<file path="src/rtl/esc_array.sv">
// esc_array: N-channel servo-style ESC pulse generator with per-channel slew-limited speed.
// Latency: speed sampled at frame start (cnt==0); pulse rises on that same edge; all outputs registered.
// Backpressure: none; free-running frame counter, speed inputs are latched once per frame.
module esc_array #(
    parameter int NUM_MTR   = 4,
    parameter int SPD_W     = 11,
    parameter int PERIOD_W  = 18,
    parameter int MIN_PULSE = 50000,
    parameter int SHFT      = 4,
    parameter int SLEW      = 16
) (
    input  logic                     clk,
    input  logic                     rst_n,
    input  logic [NUM_MTR*SPD_W-1:0] spd,
    input  logic                     motors_off,
    output logic [NUM_MTR-1:0]       pwm,
    output logic                     prd_strt,
    output logic                     ramping
);

    localparam longint MAX_PW  = longint'(MIN_PULSE) + (((longint'(1) << SPD_W) - 1) << SHFT);
    localparam longint CNT_MAX = (longint'(1) << PERIOD_W) - 1;

    localparam logic signed [SPD_W:0] SLEW_S = (SPD_W+1)'(SLEW);
    localparam logic [SPD_W-1:0]      SLEW_U = SPD_W'(SLEW);
    localparam logic [PERIOD_W-1:0]   MIN_PW = PERIOD_W'(MIN_PULSE);

    // The longest pulse must still leave at least one low cycle before the next frame.
    if (MAX_PW >= CNT_MAX) begin : g_width_chk
        $error("esc_array: longest pulse leaves no low gap in the frame");
    end

    logic [PERIOD_W-1:0]   cnt;
    logic [PERIOD_W-1:0]   cnt_nxt;
    logic                  frm_strt;
    logic                  any_diff;
    logic [SPD_W-1:0]      spd_ch  [NUM_MTR];
    logic [SPD_W-1:0]      tgt     [NUM_MTR];
    logic [SPD_W-1:0]      app     [NUM_MTR];
    logic [SPD_W-1:0]      app_nxt [NUM_MTR];
    logic signed [SPD_W:0] diff    [NUM_MTR];
    logic [PERIOD_W-1:0]   pw      [NUM_MTR];
    logic [PERIOD_W-1:0]   pw_nxt  [NUM_MTR];

    assign cnt_nxt  = cnt + PERIOD_W'(1);
    assign frm_strt = (cnt == '0);

    // Per channel: slew-limited step toward the sampled speed and the pulse width it implies
    always_comb begin
        any_diff = 1'b0;
        for (int i = 0; i < NUM_MTR; i++) begin
            spd_ch[i] = spd[i*SPD_W +: SPD_W];
            // One extra bit so the signed difference never wraps.
            diff[i]   = $signed({1'b0, spd_ch[i]}) - $signed({1'b0, app[i]});
            if (motors_off) begin
                app_nxt[i] = '0;
            end else if (diff[i] > SLEW_S) begin
                app_nxt[i] = app[i] + SLEW_U;
            end else if (diff[i] < -SLEW_S) begin
                app_nxt[i] = app[i] - SLEW_U;
            end else begin
                app_nxt[i] = spd_ch[i];
            end
            pw_nxt[i] = MIN_PW + (PERIOD_W'(app_nxt[i]) << SHFT);
            any_diff  = any_diff | (app[i] != tgt[i]);
        end
    end

    // Frame counter, frame-start strobe and ramp status
    always_ff @(posedge clk or negedge rst_n) begin
        if (!rst_n) begin
            cnt      <= '0;
            prd_strt <= 1'b0;
            ramping  <= 1'b0;
        end else begin
            cnt      <= cnt_nxt;
            prd_strt <= frm_strt;
            ramping  <= any_diff;
        end
    end

    // Per-channel target/applied speed, latched width and pulse output
    always_ff @(posedge clk or negedge rst_n) begin
        if (!rst_n) begin
            for (int i = 0; i < NUM_MTR; i++) begin
                tgt[i] <= '0;
                app[i] <= '0;
                pw[i]  <= MIN_PW;
            end
            pwm <= '0;
        end else begin
            for (int i = 0; i < NUM_MTR; i++) begin
                // motors_off clears speeds on every edge and overrides a coincident frame start.
                if (motors_off) begin
                    tgt[i] <= '0;
                    app[i] <= '0;
                end else if (frm_strt) begin
                    tgt[i] <= spd_ch[i];
                    app[i] <= app_nxt[i];
                end
                // Width only changes at frame start, so a pulse in progress keeps its latched width.
                if (frm_strt) begin
                    pw[i]  <= pw_nxt[i];
                    pwm[i] <= (pw_nxt[i] != '0);
                end else begin
                    pwm[i] <= (cnt_nxt != '0) && (cnt_nxt <= pw[i]);
                end
            end
        end
    end

endmodule

</file>
<file path="config.mk">
export PLATFORM = sky130hd
export DESIGN_NAME = esc_array
export DESIGN_NICKNAME = d
export VERILOG_FILES = /design/src/rtl/esc_array.sv
export SDC_FILE = /design/constraint.sdc
export NUM_CORES = 1
export LEC_CHECK = 0
export CORE_MARGIN = 2
export CORE_UTILIZATION = 30
export CTS_CLUSTER_DIAMETER = 200
export DETAILED_ROUTE_END_ITERATION = 12
export SYNTH_ARGS = -nofsm -noshare
export SYNTH_HDL_FRONTEND = slang
export SYNTH_SLANG_ARGS = --single-unit
export TNS_END_PERCENT = 10
</file>
<file path="constraint.sdc">
create_clock -name clk -period 6.4 [get_ports clk]
set_input_delay 1.28 -clock clk [delete_from_list [all_inputs] [get_ports clk]]
set_output_delay 1.28 -clock clk [all_outputs]
set_load 0.005 [all_outputs]
</file>
==> impl_metrics.py <==
metrics = {
    "run_status": {
        "status": "finished, final reports clean",
    },
    "synthesis": {
        "syn-cell-area_sq_um": 13600,
        "synth-main-ff-cell": "dfrtp_1",
        "synth_cell_type_count": 88,
        "avgSynthCellArea_sq_um": 8.12,
        "synthCells": 1672,
        "synth-seq-cells": 164,
        "yosys_warnings": 0,
        "syn_nets": 1838,
        "synth_edf_count": 0,
        "async_flop_share": 1.00,
        "ys_seq_area_frac": 0.305,
    },
    "detailed_routing": {
        "drtIter0Drc": 1003,
        "drc": 0,
        "via_per_inst": 5.40,
        "detail-route-antenna-nets": 0,
        "finalWirelength_mm": 39.3,
        "via_count": 12395,
        "routedWlPerCell_um": 17.1,
        "drtPass1Iterations": 5,
    },
    "finish": {
        "final_common_cell": "nand2_1",
        "stdcell_count": 2294,
        "final_cell_mix": "nand2_1 (221), a21oi_1 (145), dfrtp_1 (140)",
        "nNetsFinal": 1855,
        "drive_gt1_frac": 0.0699,
        "synthToLayoutAreaGrowth_pct": 12.9,
        "antennaDiodeCount": 0,
        "final_util": 0.345,
    },
    "die": {
        "die-area_sq_um": 46900,
        "initial_core_util": 0.306,
        "io_pins": 53,
        "fp.dieH_um": 217,
        "dieWidth_um": 217,
        "rows": 77,
        "coreArea_sq_um": 44400,
    },
    "timing": {
        "relSlewSlack": 0.353,
        "period_share": 0.909,
        "tns_ns": 0,
        "final_hold_viol_count": 0,
        "setup_violations": 0,
        "min_period_ns": 5.82,
        "skew_ns": 0.0145,
        "worst_pin_slew_ns": 0.964,
        "rsz0062_at_grt": "false",
        "slew_viol_final": 0,
        "fmaxAchievable_mhz": 172,
    },
    "setup_path": {
        "crit_type": "input pin to register",
        "cp-end-kind": "register",
        "crit_fanout": 7,
        "required_ns": 6.74,
        "crit_family": "simple AND/OR/NAND/NOR gates",
        "cp.depth": 22,
        "start_kind": "input pin",
        "cpPeakStageDelay_ns": 0.47,
        "arrival_ns": 6.15,
        "rr_worst_depth": 19,
        "crit_path_top_delay_cell": "clkdlybuf4s50_1",
        "crit_chain": "clkdlybuf4s50_1 -> inv_1 -> ha_1 -> inv_1 -> fa_1 -> xor2_1 -> nor3b_1 -> nor4b_1 -> o32a_1 -> nand4_1 -> nor3_1 -> or2_1 -> nor2_1 -> a21oi_1 -> nor2_1 -> ha_1 -> o21ai_0 -> nor2_1 -> mux2_2 -> or3_1 -> and3_1 -> o31ai_1",
        "cpMostUsedCell": "nor2_1",
        "crit_buf_inv": 3,
    },
    "clock_tree": {
        "tritoncts": "built",
        "clk_pin_slew_worst_paths_ns": 0.07,
        "clk_latency_ns": 0.43,
        "clk_path_buf_depth": 2,
        "cts_buffers": 17,
        "cts-resized-gates": 0,
        "htree_levels": 4,
        "cts-root-buf": "clkbuf_16",
        "clock_sinks": 164,
        "cts_setup_buffers": 0,
        "holdBufCountCts": 0,
    },
    "power": {
        "p_comb_frac": 0.213,
        "p_leak_nw": 6.44,
        "power_density_nw_per_um2": 180,
        "power.switching_mw": 0.837,
        "p_clk_frac": 0.384,
        "peakVddDrop_uv": 166,
        "p_sw_frac": 0.303,
        "p_int_mw": 1.92,
        "p_seq_frac": 0.403,
    },
    "grt": {
        "grt_max_degree": 72,
        "grtUsageTotal": 0.168,
        "antenna_found_initial": 0,
        "grt_overflow": 0,
        "grt_pass1_vias": 12210,
        "grt_pass1_wl_mm": 64.5,
    },
    "run": {
        "drv_cap": 0,
    },
    "min_path": {
        "holdPathStages": 2,
        "hold_class": "register to register",
    },
    "placed_design": {
        "gp_congestion": 0.885,
        "hpwl_mm": 29.1,
        "dp.cells": 2262,
        "io_buffer_count": 52,
    },
}
synth_stat cells (all sizes together) (13+ instances only):
cell,n,area [sq um]
nand2,221,830
a21oi,146,734
dfrtp,140,3500
inv,119,447
ha,115,1440
nor2,105,394
o21ai,94,474
xnor2,91,797
clkbuf,66,248
nand3,57,285
nor3,45,230
a21o,36,270
nand4,34,213
xor2,29,254
dfstp,24,631
o211ai,22,165
o21a,19,143
a31oi,16,100
or3,16,100
a211oi,15,113
nor2b,15,93.8
a22o,14,123
nand2b,13,81.3
sequential cells by signal, summed over array words and instances (netlist names):
register	cells
pw	52
prd_strt	1
tgt	44
ramping	1
pwm	4
app	44
cnt	18
worst paths after layout:
| path | start | end | slack (ns) |
|---|---|---|---|
| max in group asynchronous | rst_n | tgt[33] | 4.47 |
| min | pw[14] | pw[14] | 0.47 |
| min reg2reg | pw[14] | pw[14] | 0.47 |
| min in group asynchronous | rst_n | pw[16] | 0.71 |
| max | spd[11] | pw[50] | 0.58 |
| max reg2reg | app[30] | pw[50] | 1.39 |
stage by stage:
step | worst slack (ns) | hold slack, ns | total power, mW | area, sq um
5_1_grt | 0.161 | 0.497 | 2.90 | 15300
6_report | 0.582 | 0.472 | 2.76 | 15300
3_3_place_gp | 0.363 | 0.462 | 1.70 | 14700
3_5_place_dp | 0.216 | 0.464 | 1.71 | 14700
4_1_cts | 0.657 | 0.474 | 2.78 | 15300
2_1_floorplan | 0.964 | 0.450 | 1.52 | 13600
power groups by stage:
stage | sequential (mW) | clock [mW] | combinational [mW]
finish | 1.11 | 1.06 | 0.588
CTS | 1.11 | 1.08 | 0.585
floorplan | 1.12 | 0 | 0.409
global route | 1.12 | 1.12 | 0.657
global placement | 1.13 | 0 | 0.574
detailed placement | 1.13 | 0 | 0.581
area by class of cell:
class                           count  area, sq um
Clock buffer                       20          457
Clock inverter                     12          145
Fill cell                        4563        29100
Inverter                          121          454
Multi-Input combinational cell   1310         8690
Sequential cell                   164         4130
Tap cell                          592          741
Timing Repair Buffer               75          692
worst reg2reg max path: stages (launching register included):
cell      delay [ns]
dfrtp_1         0.48
inv_1           0.18
ha_1            0.41
a21oi_2         0.27
mux2_4          0.32
a311oi_1        0.25
o211ai_1        0.15
or4b_1          0.69
nor3_2          0.19
or2_1           0.15
nor2_1          0.04
a21oi_1         0.16
nor2_1          0.09
ha_1            0.26
o21ai_0         0.15
nor2_1          0.05
mux2_2          0.31
or3_1           0.39
and3_1          0.17
o31ai_1         0.22
layer usage:
layer  routed length (um)  track usage  vias up  share of wire
met1                18500        0.228     5988           0.47
met2                18300        0.280      328           0.47
li1                     -            -     6029              -
met5                    0            0        -              0
met3                 1730       0.0227       50          0.044
met4                  796       0.0479        0          0.020
kinds of logic (layout without fill, tap and decap cells):
group	Yosys count	in the layout	share of synthesized area
and+or+nand+nor	581	581	0.207
AOI/OAI and AO/OA	473	473	0.230
buffers and inverters	198	228	0.0556
DFF	164	164	0.305
xor gates and xnor gates	120	120	0.0775
adders and majority gates	119	119	0.112
muxes	17	17	0.0138
Power figures use the tool's default switching activity.
